File: config.mk
export PLATFORM = sky130hd
export DESIGN_NAME = sprite_line_fetcher_flat
export DESIGN_NICKNAME = d
export VERILOG_FILES = /design/src/rtl/sprite_line_fetcher_if.sv /design/src/rtl/sprite_line_fetcher.sv /design/src/flat_wrapper.sv
export SDC_FILE = /design/constraint.sdc
export NUM_CORES = 1
export LEC_CHECK = 0
export ABC_AREA = 1
export BUFFER_PORTS_ARGS = -buffer_cell sky130_fd_sc_hd__buf_2
export CORE_AREA = 2 2 222 224
export DETAILED_ROUTE_END_ITERATION = 8
export DIE_AREA = 0 0 224 226
export PLACE_DENSITY = 0.78
export RECOVER_POWER = 100
export SETUP_SLACK_MARGIN = 0.3
export SYNTH_ARGS = -nofsm -noshare
export SYNTH_HDL_FRONTEND = slang
export SYNTH_SLANG_ARGS = --single-unit
File: constraint.sdc
create_clock -name Clk -period 6.5 [get_ports Clk]
set_clock_uncertainty 0.2 [all_clocks]
set_input_delay 0.65 -clock Clk [delete_from_list [all_inputs] [get_ports Clk]]
set_output_delay 0.65 -clock Clk [all_outputs]
set_load 0.01 [all_outputs]
File: src/rtl/sprite_line_fetcher_if.sv
// Sprite ROM read bus.
//   rom_addr : read address from the fetcher (master drives)
//   rom_data : palette index returned by the ROM one cycle after rom_addr
// master = fetcher (read initiator), slave = ROM.
interface sprite_line_fetcher_if #(
  parameter int ADDR_W = 13,
  parameter int DATA_W = 4
);
  logic [ADDR_W-1:0] rom_addr;
  logic [DATA_W-1:0] rom_data;

  modport master (output rom_addr, input rom_data);
  modport slave  (input rom_addr, output rom_data);
endinterface

File: src/rtl/sprite_line_fetcher.sv
// sprite_line_fetcher: fetches one sprite row per scanline during horizontal
// blanking into a double-buffered line buffer, then serves palette index and
// opaque flag for each draw_x of the following active line.
//
// Ports:
//   Clk, Reset_n      pixel clock, async active-low reset
//   line_start        1-cycle pulse at start of hblank (swaps buffers, starts fetch)
//   next_y/spr_x/spr_y  scanline to fetch for and sprite origin, sampled on line_start
//   rom               ROM read bus (master): registered rom_addr, 1-cycle rom_data
//   draw_x            current pixel column
//   pix_index/pix_valid  registered palette index / opaque flag for draw_x
//   busy, fetch_done  fetch in progress / 1-cycle completion pulse (hit or miss)
//
// Optional feature macro: SPRITE_MIRROR_EN adds input flip_x (sampled on
// line_start); when set the row is stored horizontally mirrored.
module sprite_line_fetcher #(
  parameter int SPR_W       = 73,
  parameter int SPR_H       = 82,
  parameter int ADDR_W      = 13,
  parameter int DATA_W      = 4,
  parameter int X_W         = 10,
  parameter int Y_W         = 10,
  parameter int TRANSPARENT = 0
) (
  input  logic                Clk,
  input  logic                Reset_n,
  input  logic                line_start,
  input  logic [Y_W-1:0]      next_y,
  input  logic [X_W-1:0]      spr_x,
  input  logic [Y_W-1:0]      spr_y,
`ifdef SPRITE_MIRROR_EN
  input  logic                flip_x,
`endif
  sprite_line_fetcher_if.master rom,
  input  logic [X_W-1:0]      draw_x,
  output logic [DATA_W-1:0]   pix_index,
  output logic                pix_valid,
  output logic                busy,
  output logic                fetch_done
);
  localparam int CW = $clog2(SPR_W);
  localparam logic [CW-1:0] LAST = CW'(SPR_W - 1);

  typedef enum logic [1:0] {IDLE, CHECK, FETCH, DRAIN} state_t;

  state_t              state_q, state_d;
  logic [CW-1:0]       col_q, col_d;
  logic [ADDR_W-1:0]   base_q, base_d;
  logic [ADDR_W-1:0]   rom_addr_q, rom_addr_d;
  logic [Y_W-1:0]      next_y_q, next_y_d, spr_y_q, spr_y_d;
  logic [X_W-1:0]      fetch_x_q, fetch_x_d, disp_x_q, disp_x_d;
  logic                fill_valid_q, fill_valid_d, disp_valid_q, disp_valid_d;
  logic                disp_sel_q, disp_sel_d;
  logic [DATA_W-1:0]   pix_index_q, pix_index_d;
  logic                pix_valid_q, pix_valid_d;
  logic                mirror;

  logic [DATA_W-1:0]   buf_q [2][SPR_W];
  logic                wr_en;
  logic [CW-1:0]       wr_idx;

`ifdef SPRITE_MIRROR_EN
  logic flip_q, flip_d;
  assign mirror = flip_q;
`else
  assign mirror = 1'b0;
`endif

  function automatic logic [ADDR_W-1:0] col_off(input logic [CW-1:0] c, input logic flip);
    return flip ? ADDR_W'(SPR_W - 1) - ADDR_W'(c) : ADDR_W'(c);
  endfunction

  // Row within the sprite; the extra MSB makes above-the-sprite lines negative.
  logic [Y_W:0]       row;
  logic               hit;
  logic [ADDR_W-1:0]  row_base;
  logic [CW-1:0]      col_nxt;
  assign row      = {1'b0, next_y_q} - {1'b0, spr_y_q};
  assign hit      = !row[Y_W] && (row < (Y_W+1)'(SPR_H));
  assign row_base = ADDR_W'(row[Y_W-1:0]) * ADDR_W'(SPR_W);
  assign col_nxt  = col_q + 1'b1;

  always_comb begin
    state_d      = state_q;
    col_d        = col_q;
    base_d       = base_q;
    rom_addr_d   = rom_addr_q;
    next_y_d     = next_y_q;
    spr_y_d      = spr_y_q;
    fetch_x_d    = fetch_x_q;
    disp_x_d     = disp_x_q;
    fill_valid_d = fill_valid_q;
    disp_valid_d = disp_valid_q;
    disp_sel_d   = disp_sel_q;
`ifdef SPRITE_MIRROR_EN
    flip_d       = flip_q;
`endif
    wr_en        = 1'b0;
    wr_idx       = '0;
    fetch_done   = 1'b0;
    busy         = (state_q != IDLE);

    case (state_q)
      CHECK: begin
        if (hit) begin
          base_d     = row_base;
          col_d      = '0;
          rom_addr_d = row_base + col_off('0, mirror);
          state_d    = FETCH;
        end else begin
          fetch_done = 1'b1;
          state_d    = IDLE;
        end
      end
      FETCH: begin
        // rom_data now holds the word addressed for the previous column.
        if (col_q != '0) begin
          wr_en  = 1'b1;
          wr_idx = col_q - 1'b1;
        end
        if (col_q == LAST) begin
          state_d = DRAIN;
        end else begin
          col_d      = col_nxt;
          rom_addr_d = base_q + col_off(col_nxt, mirror);
        end
      end
      DRAIN: begin
        wr_en        = 1'b1;
        wr_idx       = LAST;
        fill_valid_d = 1'b1;
        fetch_done   = 1'b1;
        state_d      = IDLE;
      end
      default: ;
    endcase

    // line_start wins over any in-flight fetch: an aborted buffer swaps to
    // display with its valid flag still clear.
    if (line_start) begin
      next_y_d     = next_y;
      spr_y_d      = spr_y;
      fetch_x_d    = spr_x;
      disp_x_d     = fetch_x_q;
      disp_valid_d = fill_valid_q;
      disp_sel_d   = ~disp_sel_q;
      fill_valid_d = 1'b0;
`ifdef SPRITE_MIRROR_EN
      flip_d       = flip_x;
`endif
      state_d      = CHECK;
    end
  end

  // Display lookup; dx is signed so left-clipped sprites fall out of range.
  logic [X_W:0]       dx;
  logic               in_rng;
  logic [CW-1:0]      rd_idx;
  logic [DATA_W-1:0]  px;
  assign dx     = {1'b0, draw_x} - {1'b0, disp_x_q};
  assign in_rng = !dx[X_W] && (dx < (X_W+1)'(SPR_W));
  assign rd_idx = in_rng ? dx[CW-1:0] : '0;
  assign px     = buf_q[disp_sel_q][rd_idx];

  always_comb begin
    pix_valid_d = disp_valid_q && in_rng && (px != DATA_W'(TRANSPARENT));
    pix_index_d = in_rng ? px : '0;
  end

  always_ff @(posedge Clk or negedge Reset_n) begin
    if (!Reset_n) begin
      state_q      <= IDLE;
      col_q        <= '0;
      base_q       <= '0;
      rom_addr_q   <= '0;
      next_y_q     <= '0;
      spr_y_q      <= '0;
      fetch_x_q    <= '0;
      disp_x_q     <= '0;
      fill_valid_q <= 1'b0;
      disp_valid_q <= 1'b0;
      disp_sel_q   <= 1'b0;
      pix_index_q  <= '0;
      pix_valid_q  <= 1'b0;
`ifdef SPRITE_MIRROR_EN
      flip_q       <= 1'b0;
`endif
    end else begin
      state_q      <= state_d;
      col_q        <= col_d;
      base_q       <= base_d;
      rom_addr_q   <= rom_addr_d;
      next_y_q     <= next_y_d;
      spr_y_q      <= spr_y_d;
      fetch_x_q    <= fetch_x_d;
      disp_x_q     <= disp_x_d;
      fill_valid_q <= fill_valid_d;
      disp_valid_q <= disp_valid_d;
      disp_sel_q   <= disp_sel_d;
      pix_index_q  <= pix_index_d;
      pix_valid_q  <= pix_valid_d;
`ifdef SPRITE_MIRROR_EN
      flip_q       <= flip_d;
`endif
    end
  end

  // Line buffer storage needs no reset; validity is tracked by the flags.
  always_ff @(posedge Clk) begin
    if (wr_en) buf_q[~disp_sel_q][wr_idx] <= rom.rom_data;
  end

  assign rom.rom_addr = rom_addr_q;
  assign pix_index    = pix_index_q;
  assign pix_valid    = pix_valid_q;
endmodule

File: src/flat_wrapper.sv
// flat-port wrapper written by rule: the top's interface ports become plain ports
module sprite_line_fetcher_flat 
#(
  parameter int SPR_W       = 73,
  parameter int SPR_H       = 82,
  parameter int ADDR_W      = 13,
  parameter int DATA_W      = 4,
  parameter int X_W         = 10,
  parameter int Y_W         = 10,
  parameter int TRANSPARENT = 0
)
  (Clk, Reset_n, line_start, next_y, spr_x, spr_y, draw_x, pix_index, pix_valid, busy, fetch_done, rom_rom_addr, rom_rom_data);
  sprite_line_fetcher_if #(.ADDR_W(ADDR_W), .DATA_W(DATA_W)) rom_i ();
  input  logic Clk;
  input  logic Reset_n;
  input  logic line_start;
  input  logic [Y_W-1:0] next_y;
  input  logic [X_W-1:0] spr_x;
  input  logic [Y_W-1:0] spr_y;
  input  logic [X_W-1:0] draw_x;
  output logic [DATA_W-1:0] pix_index;
  output logic pix_valid;
  output logic busy;
  output logic fetch_done;
  output wire logic [$bits(rom_i.rom_addr)-1:0] rom_rom_addr;
  input wire logic [$bits(rom_i.rom_data)-1:0] rom_rom_data;
  assign rom_rom_addr = rom_i.rom_addr;
  assign rom_i.rom_data = rom_rom_data;
  sprite_line_fetcher #(.SPR_W(SPR_W), .SPR_H(SPR_H), .ADDR_W(ADDR_W), .DATA_W(DATA_W), .X_W(X_W), .Y_W(Y_W), .TRANSPARENT(TRANSPARENT)) u_core (.Clk(Clk), .Reset_n(Reset_n), .line_start(line_start), .next_y(next_y), .spr_x(spr_x), .spr_y(spr_y), .rom(rom_i), .draw_x(draw_x), .pix_index(pix_index), .pix_valid(pix_valid), .busy(busy), .fetch_done(fetch_done));
endmodule
==> key figures <==
Pwr
  – Logic pwr share: 28.1%
  – Switching share of power: about a third
  – Sw Pwr: 4.01 mW
  – Sequential share of power: 40.6%
  – Clock power share: 31.4%
  – Leakage power: 13.2 nW
  – Int Pwr: 8.10 mW
  – Worst vdd ir: 0.489 mV
  – Pwr dens: 365 nW/um^2

CTS
  – Clk slew on worst S/H paths: about 0.060 ns
  – Clock Sinks: 667
  – CTS resizes: 0
  – Root buffer cell: clkbuf_16
  – Hold-fix buffers at CTS: 1
  – Cts bufs inserted: 68
  – H-tree level count: 3
  – Worst-Skew Late Latency: 0.60 ns
  – Post-CTS Repair Setup Buffers: 0
  – CTS tree: done
  – CTS Buffer Depth: 3

Logic synthesis
  – Syn_nets: 2995
  – Syn Inst Count: 2888
  – Sequential share of the synthesized area: 65.0%
  – Top FF cell, synth: edfxtp_1
  – Yosys cell types: 42
  – Syn Std Cell Area: between 30000 and 40000 sq um
  – Syn Area/Cell: ~10 sq um
  – Yosys reg bits: 667
  – Post-synth EDFFs: 584
  – Synth warnings: 0
  – Fraction of registers with async set/reset: 12.4%

Placement
  – Pre-CTS setup slack: 1.42 ns
  – DP Wirelength: 44100 microns
  – I/O Buffers: 66
  – Placer Congestion: 0.924

Global route
  – Total track usage: 29.1%
  – Initial antenna violation count: 0
  – First-pass GRT wire length: between 100000 and 150000 microns
  – Via count of the first global-routing pass: 20800
  – Total global routing overflow: 0
  – Largest net degree at the start of global routing: 170

Setup path
  – Kind of critical path: register to register
  – Cell seen most often among critical-path stages: inv_1
  – Worst path bufs/invs: 5
  – Worst EP arrival: 5.54 ns
  – Cell Chain, Critical Path: inv_1 > ha_1 > clkbuf_1 > inv_1 > a21oi_1 > inv_1 > nor2_1 > inv_1 > nor2_1 > nand2_1 > nor2_1
  – Kind of end point of the critical path: register
  – Worst Path Max Fanout: 20
  – Critical-path cell with the highest stage delay: nor2_1
  – Top Family by Delay on Critical Path: simple AND/OR/NAND/NOR gates
  – CP startpoint kind: register
  – Critical Path Max Stage Delay: 1.41 ns
  – WP data required: roughly 6.6 ns

Cells and area
  – Reg area: a little under 20000 sq um
  – Fin nets: 3027
  – Antenna diodes: 0
  – Filler Cell Count: between 3000 and 4000
  – Synth-to-layout area growth: 9.81%
  – Fraction of layout cells with a size suffix above 1: under 10%
  – Multi-input gate area: 9530 sq um

Job
  – Max-cap violations: 19

Floorplanning
  – Die ar.: ~51000 sq um
  – Initial Util: between 60 and 70%
  – Chip height: 226 microns
  – Core ar.: about 48000 sq um
  – Die W: 224 microns
  – Core Rows: 81
  – IO Pins: 67

Route
  – Drt wl/cell: between 20 and 25 microns
  – Total iterations of the first detailed-routing run: 5
  – Residual DRC: 0
  – DR iter-0 viols: just under 3000
  – Via count: ~21000
  – Routed Antenna Nets: 0
  – Total routed wirelength: 72500 microns
  – Routed vias/inst: between 5 and 6

STA
  – RSZ-0062 raised after global routing: false
  – Setup TNS: 0 ns
  – Slew at the pin with the worst max-slew slack: ~3.5 ns
  – Fin crit period: 5.48 ns
  – Slew margin rel.: -136%
  – Max Clock Freq: 182 MHz
  – Hold Violations, Final: 0
  – Worst hold margin: 0.0444 ns
  – Fin. max-slew vios: 756
  – Endpoints failing setup: 0
  – Crit share post-route: 84.4%
  – Final WS setup: 1.02 ns

Worst hold path
  – Min-delay worst type: input port to register

Outcome
  – Status: complete, but fails checks
  – Failing checks: capacitance limit, slew limit
-- final timing paths --
path	start	to	slack [ns]	depth (start not counted)
worst min register to register	u_core.fetch_x_q[1]	u_core.fetch_x_q[1]	0.27	2
worst min-delay path	spr_x[8]	u_core.fetch_x_q[8]	0.04	3
min in group asynchronous	Reset_n	u_core.disp_x_q[4]	0.52	2
max in group asynchronous	Reset_n	u_core.base_q[2]	4.11	3
worst max register to register	u_core.state_q[0]	u_core.buf_q[0][110]	1.02	11
worst max-delay path	u_core.state_q[0]	u_core.buf_q[0][110]	1.02	11
-- layout by cell type (no fill, tap or decap), types with 22 or more instances in the layout --
| cell type | n |
|---|---|
| o211ai_1 | 24 |
| dfrtp_1 | 82 |
| clkbuf_16 | 70 |
| edfxtp_1 | 584 |
| ha_1 | 54 |
| mux2i_1 | 101 |
| o21ai_0 | 124 |
| xor2_1 | 22 |
| inv_1 | 118 |
| nand2_1 | 926 |
| buf_2 | 41 |
| nand3_1 | 200 |
| nor2_1 | 356 |
| a21oi_1 | 62 |
| clkbuf_1 | 50 |
-- per-stage QoR --
stage	power [mW]	cells	instance area, sq um	utilization (%)
detailed placement	8.34	3471	31100	64.4
global placement	8.26	3471	31100	64.4
finish	12.1	3597	33200	68.6
floorplan	7.42	2888	30200	-
global route	12.7	3597	33200	68.6
CTS	12.1	3597	33300	68.8
-- logic make-up (layout without fill, tap and decap cells) --
group / count (synthesis) / after routing / synth area share (%)
AND/OR/NAND/NOR: 1522 / 1522 / 20.2
flip-flops: 667 / 667 / 65.0
buffers and inverters: 261 / 348 / 3.45
AO/OA/AOI/OAI: 245 / 245 / 4.49
multiplexers: 101 / 101 / 3.35
adder cells (fa/ha/maj): 60 / 60 / 2.64
XOR/XNOR: 32 / 32 / 0.928
-- Yosys cell counts, types with 2 or more instances --
cell | count | area [sq um]
fa_1 | 6 | 120
edfxtp_1 | 584 | 17500
mux2i_1 | 101 | 1010
o22ai_1 | 4 | 25.0
buf_2 | 23 | 115
a21o_1 | 3 | 22.5
nor2_2 | 3 | 18.8
clkbuf_1 | 96 | 360
inv_2 | 5 | 18.8
o211ai_1 | 24 | 180
inv_1 | 119 | 447
nor2_1 | 356 | 1340
xor2_1 | 22 | 193
dfrtp_1 | 83 | 2080
nand2_1 | 926 | 3480
nand4_1 | 6 | 37.5
nor4_1 | 3 | 18.8
o21bai_1 | 2 | 15.0
buf_4 | 5 | 37.5
buf_1 | 10 | 37.5
nand3_1 | 199 | 996
o21ai_0 | 123 | 616
ha_1 | 54 | 676
o21ai_1 | 7 | 35.0
a31oi_1 | 3 | 18.8
a21oi_1 | 62 | 310
or2_2 | 14 | 87.6
nor3_1 | 9 | 45.0
nor2_4 | 3 | 33.8
buf_6 | 2 | 22.5
xnor2_1 | 10 | 87.6
o31ai_1 | 11 | 82.6
-- power by group through the flow --
stage               Combinational [mW]  Sequential (mW)  Clock, mW
CTS                               3.39             4.91       3.83
global placement                  3.27             4.99          0
floorplan                         2.50             4.92          0
global route                      3.78             4.93       4.00
detailed placement                3.35             4.99          0
finish                            3.40             4.92       3.80
-- per-layer routing --
layer,share of wire [%],vias to the layer above,track usage (%)
met2,48,1073,47.8
li1,-,9868,-
met3,8.7,168,5.36
met1,39,10200,38.5
met4,3.8,0,12.5
met5,0,-,0
-- cell type report --
type | count | share of cell area, %
flip-flops and latches | 667 | 59.2
multi-input cells | 1960 | 28.7
clock buffers | 94 | 5.65
well taps | 622 | 2.35
repair buffers | 98 | 1.82
inverters | 125 | 1.44
clock inverters | 31 | 0.834
-- state kept, by name, indices dropped and copies added, names as in the netlist, 7 cells and up --
signal               cells
u_core.spr_y_q          10
u_core.base_q           13
u_core.rom.rom_addr     13
u_core.next_y_q         10
u_core.disp_x_q         10
u_core.buf_q           584
u_core.fetch_x_q        10
u_core.col_q             7
-- worst register-to-register path: stages (launching register included) --
cell,delay (ns)
dfrtp_1,0.40
inv_1,0.12
ha_1,0.16
clkbuf_1,0.64
inv_1,0.53
a21oi_1,0.42
inv_1,0.16
nor2_1,0.27
inv_1,0.14
nor2_1,1.41
nand2_1,0.28
nor2_1,0.43
No activity file was read; power rests on OpenSTA's default activity.
